File: src/rtl/instruction_fetch_pkg.sv
// -----------------------------------------------------------------------------
// instruction_fetch_pkg
// Shared definitions for the fetch stage: FSM state encoding and the default
// widths / reset vector used by the fetch top level and its bus interface.
// -----------------------------------------------------------------------------
package instruction_fetch_pkg;

    localparam int          DEF_DATAWIDTH    = 16;
    localparam int          DEF_ADDRWIDTH    = 16;
    localparam logic [15:0] DEF_RESET_VECTOR = 16'h0000;
    localparam int          DEF_MAX_WAIT     = 15;

    typedef enum logic [1:0] {
        ST_IDLE  = 2'd0,
        ST_REQ   = 2'd1,
        ST_VALID = 2'd2
    } fetch_state_t;

endpackage

File: src/rtl/instruction_fetch_if.sv
// -----------------------------------------------------------------------------
// instruction_fetch_if
// Bus bundle around the fetch stage: the req/ack read port towards instruction
// memory and the valid/ready port towards decode.
//   master : fetch stage (drives mem_req/mem_addr and instr/instr_pc/instr_valid)
//   slave  : environment (memory returns mem_ack/mem_rdata, decode drives
//            instr_ready)
// -----------------------------------------------------------------------------
interface instruction_fetch_if
    import instruction_fetch_pkg::*;
#(
    parameter int DATAWIDTH = DEF_DATAWIDTH,
    parameter int ADDRWIDTH = DEF_ADDRWIDTH
);
    logic                 mem_req;
    logic [ADDRWIDTH-1:0] mem_addr;
    logic                 mem_ack;
    logic [DATAWIDTH-1:0] mem_rdata;
    logic [DATAWIDTH-1:0] instr;
    logic [ADDRWIDTH-1:0] instr_pc;
    logic                 instr_valid;
    logic                 instr_ready;

    modport master (
        output mem_req, mem_addr, instr, instr_pc, instr_valid,
        input  mem_ack, mem_rdata, instr_ready
    );

    modport slave (
        input  mem_req, mem_addr, instr, instr_pc, instr_valid,
        output mem_ack, mem_rdata, instr_ready
    );
endinterface

File: src/rtl/instruction_fetch_register.sv
// -----------------------------------------------------------------------------
// instruction_fetch_register
// Plain loadable register used as the instruction register of the fetch stage.
//   clk    : rising-edge clock
//   reset  : asynchronous active-low reset, clears the stored word
//   i_load : capture strobe
//   i_d    : data to capture
//   o_q    : stored word
// -----------------------------------------------------------------------------
module instruction_fetch_register #(
    parameter int WIDTH = 16
) (
    input  logic             clk,
    input  logic             reset,
    input  logic             i_load,
    input  logic [WIDTH-1:0] i_d,
    output logic [WIDTH-1:0] o_q
);
    logic [WIDTH-1:0] r_q;

    always_ff @(posedge clk or negedge reset) begin
        if (!reset) begin
            r_q <= '0;
        end else if (i_load) begin
            r_q <= i_d;
        end
    end

    assign o_q = r_q;
endmodule

File: src/rtl/instruction_fetch.sv
// -----------------------------------------------------------------------------
// instruction_fetch
// Fetch stage: holds the PC, reads instruction memory over a req/ack handshake,
// captures the returned word and offers it to decode over valid/ready. A
// watchdog withdraws a request that stays unacknowledged for MAX_WAIT cycles,
// pulses fetch_error for one cycle and re-requests the same address.
//   clk           : rising-edge clock
//   reset         : asynchronous active-low reset
//   branch_taken  : redirect request, has priority over everything else
//   branch_target : new PC when branch_taken is high
//   fetch_error   : one-cycle pulse on watchdog expiry
//   bus (master)  : mem_req/mem_addr/mem_ack/mem_rdata and
//                   instr/instr_pc/instr_valid/instr_ready
// -----------------------------------------------------------------------------
module instruction_fetch
    import instruction_fetch_pkg::*;
#(
    parameter int                   DATAWIDTH    = DEF_DATAWIDTH,
    parameter int                   ADDRWIDTH    = DEF_ADDRWIDTH,
    parameter logic [ADDRWIDTH-1:0] RESET_VECTOR = ADDRWIDTH'(DEF_RESET_VECTOR),
    parameter int                   MAX_WAIT     = DEF_MAX_WAIT
) (
    input  logic                 clk,
    input  logic                 reset,
    input  logic                 branch_taken,
    input  logic [ADDRWIDTH-1:0] branch_target,
    output logic                 fetch_error,
    instruction_fetch_if.master  bus
);
    localparam int WAIT_W = $clog2(MAX_WAIT + 1);

    fetch_state_t         r_state;
    logic [ADDRWIDTH-1:0] r_pc;
    logic                 r_mem_req;
    logic [ADDRWIDTH-1:0] r_mem_addr;
    logic [ADDRWIDTH-1:0] r_instr_pc;
    logic                 r_instr_valid;
    logic                 r_fetch_error;
    logic [WAIT_W-1:0]    r_wait_cnt;

    logic [ADDRWIDTH-1:0] w_pc_sel;
    logic                 w_capture;
    logic                 w_expire;
    logic [DATAWIDTH-1:0] w_instr;

    // PC to use for the next request: a branch overrides the sequential PC.
    assign w_pc_sel = branch_taken ? branch_target : r_pc;

    // Data is only taken while the request is actually on the bus; a branch
    // in the same cycle discards the returned word.
    assign w_capture = (r_state == ST_REQ) && r_mem_req && bus.mem_ack && !branch_taken;

    // Last unacknowledged cycle before the watchdog fires; an ack here wins.
    assign w_expire = (r_wait_cnt == WAIT_W'(MAX_WAIT - 1));

    always_ff @(posedge clk or negedge reset) begin
        if (!reset) begin
            r_state       <= ST_IDLE;
            r_pc          <= RESET_VECTOR;
            r_mem_req     <= 1'b0;
            r_mem_addr    <= RESET_VECTOR;
            r_instr_pc    <= RESET_VECTOR;
            r_instr_valid <= 1'b0;
            r_fetch_error <= 1'b0;
            r_wait_cnt    <= '0;
        end else begin
            r_fetch_error <= 1'b0;
            case (r_state)
                ST_IDLE: begin
                    r_pc       <= w_pc_sel;
                    r_mem_addr <= w_pc_sel;
                    r_mem_req  <= 1'b1;
                    r_wait_cnt <= '0;
                    r_state    <= ST_REQ;
                end
                ST_REQ: begin
                    if (branch_taken) begin
                        r_pc       <= branch_target;
                        r_mem_addr <= branch_target;
                        r_mem_req  <= 1'b1;
                        r_wait_cnt <= '0;
                    end else if (!r_mem_req) begin
                        // Cycle after a watchdog expiry: re-issue the same address.
                        r_mem_req  <= 1'b1;
                        r_wait_cnt <= '0;
                    end else if (bus.mem_ack) begin
                        r_instr_pc    <= r_pc;
                        r_pc          <= r_pc + ADDRWIDTH'(1);
                        r_mem_req     <= 1'b0;
                        r_instr_valid <= 1'b1;
                        r_wait_cnt    <= '0;
                        r_state       <= ST_VALID;
                    end else if (w_expire) begin
                        r_fetch_error <= 1'b1;
                        r_mem_req     <= 1'b0;
                        r_wait_cnt    <= '0;
                    end else begin
                        r_wait_cnt <= r_wait_cnt + WAIT_W'(1);
                    end
                end
                ST_VALID: begin
                    // A branch flushes the held word even if decode accepts it.
                    if (branch_taken || bus.instr_ready) begin
                        r_pc          <= w_pc_sel;
                        r_mem_addr    <= w_pc_sel;
                        r_mem_req     <= 1'b1;
                        r_instr_valid <= 1'b0;
                        r_wait_cnt    <= '0;
                        r_state       <= ST_REQ;
                    end
                end
                default: begin
                    r_state <= ST_IDLE;
                end
            endcase
        end
    end

    instruction_fetch_register #(
        .WIDTH (DATAWIDTH)
    ) u_instr_reg (
        .clk    (clk),
        .reset  (reset),
        .i_load (w_capture),
        .i_d    (bus.mem_rdata),
        .o_q    (w_instr)
    );

    assign bus.mem_req     = r_mem_req;
    assign bus.mem_addr    = r_mem_addr;
    assign bus.instr       = w_instr;
    assign bus.instr_pc    = r_instr_pc;
    assign bus.instr_valid = r_instr_valid;
    assign fetch_error     = r_fetch_error;
endmodule

File: src/flat_wrapper.sv
// flat-port wrapper written by rule: the top's interface ports become plain ports
module instruction_fetch_flat import instruction_fetch_pkg::*;
#(
    parameter int                   DATAWIDTH    = DEF_DATAWIDTH,
    parameter int                   ADDRWIDTH    = DEF_ADDRWIDTH,
    parameter logic [ADDRWIDTH-1:0] RESET_VECTOR = ADDRWIDTH'(DEF_RESET_VECTOR),
    parameter int                   MAX_WAIT     = DEF_MAX_WAIT
)
  (clk, reset, branch_taken, branch_target, fetch_error, bus_mem_req, bus_mem_addr, bus_instr, bus_instr_pc, bus_instr_valid, bus_mem_ack, bus_mem_rdata, bus_instr_ready);
  instruction_fetch_if #(.DATAWIDTH(DATAWIDTH), .ADDRWIDTH(ADDRWIDTH)) bus_i ();
  input  logic clk;
  input  logic reset;
  input  logic branch_taken;
  input  logic [ADDRWIDTH-1:0] branch_target;
  output logic fetch_error;
  output wire logic [$bits(bus_i.mem_req)-1:0] bus_mem_req;
  output wire logic [$bits(bus_i.mem_addr)-1:0] bus_mem_addr;
  output wire logic [$bits(bus_i.instr)-1:0] bus_instr;
  output wire logic [$bits(bus_i.instr_pc)-1:0] bus_instr_pc;
  output wire logic [$bits(bus_i.instr_valid)-1:0] bus_instr_valid;
  input wire logic [$bits(bus_i.mem_ack)-1:0] bus_mem_ack;
  input wire logic [$bits(bus_i.mem_rdata)-1:0] bus_mem_rdata;
  input wire logic [$bits(bus_i.instr_ready)-1:0] bus_instr_ready;
  assign bus_mem_req = bus_i.mem_req;
  assign bus_mem_addr = bus_i.mem_addr;
  assign bus_instr = bus_i.instr;
  assign bus_instr_pc = bus_i.instr_pc;
  assign bus_instr_valid = bus_i.instr_valid;
  assign bus_i.mem_ack = bus_mem_ack;
  assign bus_i.mem_rdata = bus_mem_rdata;
  assign bus_i.instr_ready = bus_instr_ready;
  instruction_fetch #(.DATAWIDTH(DATAWIDTH), .ADDRWIDTH(ADDRWIDTH), .RESET_VECTOR(RESET_VECTOR), .MAX_WAIT(MAX_WAIT)) u_core (.clk(clk), .reset(reset), .branch_taken(branch_taken), .branch_target(branch_target), .fetch_error(fetch_error), .bus(bus_i));
endmodule
File: config.mk
export PLATFORM = sky130hd
export DESIGN_NAME = instruction_fetch_flat
export DESIGN_NICKNAME = d
export VERILOG_FILES = /design/src/rtl/instruction_fetch_pkg.sv /design/src/rtl/instruction_fetch_if.sv /design/src/rtl/instruction_fetch_register.sv /design/src/rtl/instruction_fetch.sv /design/src/flat_wrapper.sv
export SDC_FILE = /design/constraint.sdc
export NUM_CORES = 1
export LEC_CHECK = 0
export CAP_MARGIN = 40
export CORE_ASPECT_RATIO = 1.75
export CORE_MARGIN = 2
export CORE_UTILIZATION = 45
export CTS_BUF_LIST = sky130_fd_sc_hd__clkbuf_8 sky130_fd_sc_hd__clkbuf_16
export DETAILED_ROUTE_END_ITERATION = 10
export GPL_TIMING_DRIVEN = 0
export PLACE_DENSITY = 0.77
export SLEW_MARGIN = 20
export SYNTH_ARGS = -nofsm -noshare
export SYNTH_HDL_FRONTEND = slang
export SYNTH_HIERARCHICAL = 1
export SYNTH_SLANG_ARGS = --single-unit
export TNS_END_PERCENT = 5
File: constraint.sdc
create_clock -name clk -period 1.9 [get_ports clk]
set_input_delay 0.285 -clock clk [delete_from_list [all_inputs] [get_ports clk]]
set_output_delay 0.285 -clock clk [all_outputs]
set_load 0.005 [all_outputs]
# ---- After elaboration in Yosys (flattened, before gate mapping)
# Cells that the tools add are included.
dict set report totals {
  regBits 73
  latchBits 0
  ram_bits 0
  rom_bits 0
  input_bits 37
  out_inout_bits 51
  word_cells 71
  memories 0
}
dict set report classes {
  addsub 2
  multipliers 0
  div_mod_pow 0
  magnitude_cmp 0
  eq_ne 10
  n_shift 0
  muxes 35
  bitwise 1
  reduce_logical 14
}
# op count
set op_table {}
lappend op_table {{16-bit 2-to-1 mux} 6}
lappend op_table {{16-bit one-hot mux with 3 select lines} 2}
lappend op_table {{4-bit 2-to-1 mux} 5}
lappend op_table {{16-bit by 1-bit adder with 16-bit output, second input constant} 1}
lappend op_table {{1-bit 2-to-1 mux} 14}
lappend op_table {{4-bit one-hot mux with 3 select lines} 1}
lappend op_table {{4-bit AND reduction} 3}
lappend op_table {{2-bit 2-to-1 mux} 4}
lappend op_table {{2-bit inequality test, second input constant} 3}
lappend op_table {{2-bit one-hot mux with 3 select lines} 1}
lappend op_table {{5-bit AND reduction} 1}
lappend op_table {{4-bit by 1-bit adder with 4-bit output, second input constant} 1}
lappend op_table {{4-bit equality test, second input constant} 1}
lappend op_table {{2-bit by 1-bit inequality test with 1-bit output, second input constant} 2}
lappend op_table {{1-bit logical AND} 3}
lappend op_table {{3-bit by 2-bit inequality test with 1-bit output, second input constant} 1}
lappend op_table {{3-bit inequality test, second input constant} 1}
lappend op_table {{1-bit one-hot mux with 3 select lines} 1}
lappend op_table {{3-bit AND reduction} 1}
lappend op_table {{3-bit nonzero test} 1}
lappend op_table {{2-bit by 1-bit equality test with 1-bit output, second input constant} 1}
lappend op_table {{2-bit equality test, second input constant} 1}
lappend op_table {{2-bit zero test} 1}
lappend op_table {{1-bit one-hot mux with 2 select lines} 1}
lappend op_table {{5 further kinds} 5}

# ---- Logic depth before layout (Yosys ltp)
dict set report logic_depth {
  depth_word 6
  ltp_mapped 8
  ltp_nobuf 6
}

# ---- Hierarchy
# The synthesis kept the hierarchy.
# mod n_inst cells_each area_per_inst_um2 seq_area_each_um2
set modules_own_cells {}
lappend modules_own_cells {instruction_fetch 1 291 2899.0 1426.4}
lappend modules_own_cells {instruction_fetch_register 1 34 649.4 400.4}

# ---- Least setup slack after synthesis
# OpenSTA, ideal clock, no wires.
dict set report synth_path {
  path_kind {reg2reg}
  from {reg u_core.r_state[1]}
  to {reg u_core.u_instr_reg.r_q[10], in the netlist u_core/u_instr_reg/o_q[10]}
  setup_ns 0.125
  t_arrival_ns 1.944
  t_required_ns 1.775
  path_slack_ns -0.169
  stages_incl_launch_ff 9
  path_buffers 4
  period_less_slack_ns 2.069
  path_cell_list {dfrtp_1 > buf_2 > nor3b_1 > nand3_1 > buf_2 > inv_1 > buf_6 > buf_12 > mux2_4}
}
dict set report synth_between {
  elab_chain_cells 4
}
# element line
set synth_rtl {}
lappend synth_rtl {{start, declared} instruction_fetch.sv:32} ;# fetch_state_t r_state;
lappend synth_rtl {{start signal, assigned} instruction_fetch.sv:58} ;# r_state <= ST_IDLE;
lappend synth_rtl {{start signal, assigned} instruction_fetch.sv:74} ;# r_state <= ST_REQ;
lappend synth_rtl {{start signal, assigned} instruction_fetch.sv:92} ;# r_state <= ST_VALID;
lappend synth_rtl {{2-bit by 1-bit equality test with 1-bit output} instruction_fetch.sv:51} ;# assign w_capture = (r_state == ST_REQ) && r_mem_req && bus.mem_ack && !branch_taken;
lappend synth_rtl {{1-bit logical AND (3 in series)} instruction_fetch.sv:51}
lappend synth_rtl {{net u_core.w_capture} instruction_fetch.sv:42} ;# logic w_capture;
lappend synth_rtl {{end signal, assigned} instruction_fetch_register.sv:25} ;# r_q <= i_d;
lappend synth_rtl {{end, declared} instruction_fetch_register.sv:19} ;# logic [WIDTH-1:0] r_q;
# The timed path passes the listed nets, and every way through them passes these cells.
# A chain may end at the register's enable or synchronous reset.

# ---- Worst setup path in the final report
dict set report layout_path {
  from {reg u_core.r_state[1]}
  to {reg u_core.r_pc[15]}
}
dict set report layout_between {
  elab_chain_cells 3
  elab_cells_between_ends 9
  classes_between {eq/ne (5); mux (1); reduce/logical (3)}
}
# element line
set layout_rtl {}
lappend layout_rtl {{2-bit by 1-bit equality test with 1-bit output (tied with other cells)} instruction_fetch.sv:68} ;# case (r_state)
lappend layout_rtl {{3-bit by 2-bit inequality test with 1-bit output (no source line) (tied with other cells)} --}
lappend layout_rtl {{4-bit AND reduction (no source line)} --}
lappend layout_rtl {{end signal, assigned} instruction_fetch.sv:70} ;# r_pc <= w_pc_sel;
lappend layout_rtl {{end signal, assigned} instruction_fetch.sv:78} ;# r_pc <= branch_target;
lappend layout_rtl {{end signal, assigned} instruction_fetch.sv:88} ;# r_pc <= r_pc + ADDRWIDTH'(1);
lappend layout_rtl {{end, declared} instruction_fetch.sv:33} ;# logic [ADDRWIDTH-1:0] r_pc;
# Parallel ways exist; a longest one is shown, timed or not.

==> metrics.md <==
| Metric | Value |
|---|---|
| Std cell rows | 42 |
| Pre-antenna DRT Iters | 4 |
| Area growth, synth to finish | 42.0% |
| Max_cap viols | 0 |
| CTS Buffer Depth | 2 |
| Leakage | 2.13 nW |
| Global-route wire length before repair | 14800 µm |
| Top post-synthesis cells by count | 73 x dfrtp_1, 28 x nand2_1, 26 x nor2_1 |
| Vias in the first global route | 3012 |
| Drt total wl | 9180 µm |
| Rel. slew slack | 64.7% |
| Largest family of logic cells by synthesized area | simple AND/OR/NAND/NOR gates |
| Sequential share of power | 37.9% |
| Sequential fraction of the synthesis area | 51.5% |
| Number of CTS-inserted buffers | 9 |
| Gr ovfl total | 0 |
| Routed length per instance | 17.4 µm |
| Hold Crit Depth | 2 |
| Detailed-route DRC error count | 0 |
| Fin Hold WS | 301 ps |
| Via count | 3013 |
| Dominant cell type by area after synthesis | dfrtp_1 |
| P_int | 4.61 mW |
| XOR/XNOR Fraction of Synth Area | 0.247% |
| Clk pwr share | 28.1% |
| Post-synthesis compound-gate area fraction | 13.8% |
| Syn_nets | 365 |
| Initial antenna violation count | 0 |
| Top Ports | 88 |
| R2R setup slack | 20 ps |
| Register-to-Register Path Depth | 5 |
| Synth top area share | 51.5% |
| Largest net degree at the start of global routing | 46 |
| Vias per inst | 5.71 |
| Nature of the critical path endpoint | register |
| CTS sink cnt | 73 |
| RePlAce Congestion | 0.912 |
| YS warnings | 6 |
| Fin. Hold Viols | 0 |
| Pins Over Slew Limit | 0 |
| Post-Synth Simple-Gate Area | 15.1% |
| Worst slew pin tran | 529 ps |
| Critical Path Max Stage Delay | 440 ps |
| Initial DRC count | 175 |
| Origin of the critical flop-to-flop path | u_core/r_state[1] |
| Clock Skew | 5.70 ps |
| Worst-path clk slew | 50 ps |
| Placeable Area | 0.00762 mm² |
| DPL Wire Length | 6560 µm |
| CP required | 2140 ps |
| Synth Register Bits | 73 |
| Critical path class | reg2reg |
| Post-DP Area | 0.00457 mm² |
| Nets | 475 |
| Final core occ | 66.1% |
| Adder-cell share of the synthesized area | 1.06% |
| Main area contributors after synthesis | dfrtp_1 51%, mux2_2 5.4%, mux2i_1 4.8% |
| Final Setup Violations | 0 |
| RSZ-0062 raised after global routing | true |
| Mapped Cells | 325 |
| Hold Path Sink | u_core/fetch_error |
| Latest clock arrival within the worst-skew pair | 330 ps |
| Max Clk Rate | 0.531 GHz |
| Min-delay src | bus_mem_ack |
| Gate power share | 34.0% |
| Async set or reset register ratio after synthesis | 100% |
| Min Tclk post-route | 1880 ps |
| Pwr per Cell Area | 1280 mW/mm² |
| Port Buffers | 87 |
| CP arrival | 2130 ps |
| CTS HTree Levels | 3 |
| Outcome | finished clean |
| RR Endpoint | u_core/r_pc[15] |
| Hold crit path type | in2reg |
| CTS tree | built |
| Gr usage total | 22.0% |
| Tcrit/Tclk final | 99.2% |
| Top_reg_cell synth | dfrtp_1 |
| CP delay by family, top | simple AND/OR/NAND/NOR gates |
| Crit start category | register |
| CP Cell Sequence | buf_4, or3b_1, or2_2, o41a_1, o211ai_1 |
| Post-synth EDFFs | 0 |
| Diodes inserted | 0 |
| Die height | 121 µm |
| Count leader, synth | dfrtp_1 |
| Maximum vdd drop | 746 µV |
| Mean post-synth cell area | 10.9 µm² |
| NetSw | 1.82 mW |
| Fin area | 0.00504 mm² |
| Die ar. | 0.00864 mm² |
| Root buf cell | clkbuf_16 |
| CP max stage cell | or3b_1 |
| Die X-Extent | 71.1 µm |
| Layout cells sized above 1 | 18.4% |
| Initial core utilization | 46.6% |
| Count of different cell masters after synthesis | 55 |
| Mapped cell area | 0.00355 mm² |
| CP bufs+invs | 1 |
| Switching Share | 28.2% |
| Worst Path Max Fanout | 4 |
| Routed Antenna Nets | 0 |
| Mux cell area share after synthesis | 14.4% |
==> repair_timing <==
action / CTS / global route
setup buffers: 3 / 7
endpoints found under the hold margin: 28 / 0
hold buffers: 1 / 0
pin swaps: 2 / 2
gates resized for setup: 13 / 10
endpoints found under the setup margin: 46 / 31
==> sequential cells by signal (all words and copies together), names as in the netlist <==
register                flops
u_core/r_state              2
u_core/fetch_error          1
u_core/bus.instr_valid      1
u_core/bus.mem_req          1
u_core/u_instr_reg/o_q     16
u_core/r_pc                16
u_core/bus.instr_pc        16
u_core/bus.mem_addr        16
u_core/r_wait_cnt           4
==> cells in the final DEF, fill, tap and decap left out, types with 3 or more instances in the layout <==
cell              n
inv_1             9
nand3_1          10
buf_2             5
or4_1             4
o211ai_1          4
nand2_1          28
o21ai_0          12
nor3_1            4
nor2_1           26
and2_1            4
nand2b_1          4
a21oi_1          20
a22o_1            4
clkbuf_2          4
o21bai_1          3
nor4_1            5
a21o_1            3
nand4_1           3
clkbuf_1          4
dfrtp_1          72
mux2_2           17
clkdlybuf4s50_1  84
mux2i_1          17
a32oi_1           3
mux2_4           10
clkbuf_16         9
buf_4            14
==> area by class of cell <==
| cell class | instances | area (µm²) |
|---|---|---|
| Clock buffer | 11 | 253 |
| Sequential cell | 73 | 1830 |
| Clock inverter | 5 | 71.3 |
| Tap cell | 88 | 110 |
| Fill cell | 596 | 2580 |
| Multi-Input combinational cell | 225 | 1640 |
| Inverter | 8 | 30.0 |
| Timing Repair Buffer | 99 | 982 |
| Buffer | 19 | 129 |
==> worst reg2reg max path: stages, from the launching register on <==
cell	delay, ps
dfrtp_1	400
buf_4	150
or3b_1	440
or2_2	330
o41a_1	300
o211ai_1	170
==> power by group through the flow <==
| stage | Sequential [mW] | Clock, mW | Combinational, mW |
|---|---|---|---|
| finish | 2.44 | 1.80 | 2.18 |
| global route | 2.51 | 1.90 | 2.36 |
| CTS | 2.45 | 1.82 | 2.13 |
| detailed placement | 2.47 | 0 | 2.07 |
| global placement | 2.44 | 0 | 2.03 |
| floorplan | 2.43 | 0 | 0.915 |
==> logic make-up (layout without fill, tap and decap cells) <==
group	count (synthesis)	in the layout
xor+xnor	1	1
simple gates	105	105
buf+inv	27	142
compound gates	72	72
flops	73	73
mux	44	44
fa+ha+maj	3	3
==> worst max-delay path by stage <==
| stage | slack, ps | depth (start not counted) | endpoint | from |
|---|---|---|---|---|
| floorplan | 20 | 8 | u_core/u_instr_reg/o_q[10] | u_core/r_state[1] |
| global placement | -1910 | 1 | u_core/bus.mem_addr[4] | reset |
| detailed placement | -630 | 8 | u_core/u_instr_reg/o_q[11] | branch_taken |
| CTS | -0.2 | 8 | u_core/u_instr_reg/o_q[6] | u_core/r_state[1] |
| global route | -60 | 8 | u_core/u_instr_reg/o_q[6] | u_core/r_state[1] |
| finish | 20 | 5 | u_core/r_pc[15] | u_core/r_state[1] |
==> layer usage <==
layer	vias to the layer above	track usage (%)	part of all wire [%]
met5	-	0	0
met4	0	10.8	3.4
met3	25	4.82	5.6
met2	113	38.1	52
met1	1476	25.4	39
li1	1399	-	-
==> metrics by stage <==
step           total power [mW]  setup TNS (ps)  instances  worst slack (ps)
2_1_floorplan              3.35               0        325              18.8
5_1_grt                    6.77            -591        528             -57.1
4_1_cts                    6.40          -0.353        521            -0.200
6_report                   6.43               0        528              16.1
3_3_place_gp               4.48         -163520        500             -1910
3_5_place_dp               4.54          -25040        501              -630
Power figures use the tool's default switching activity.
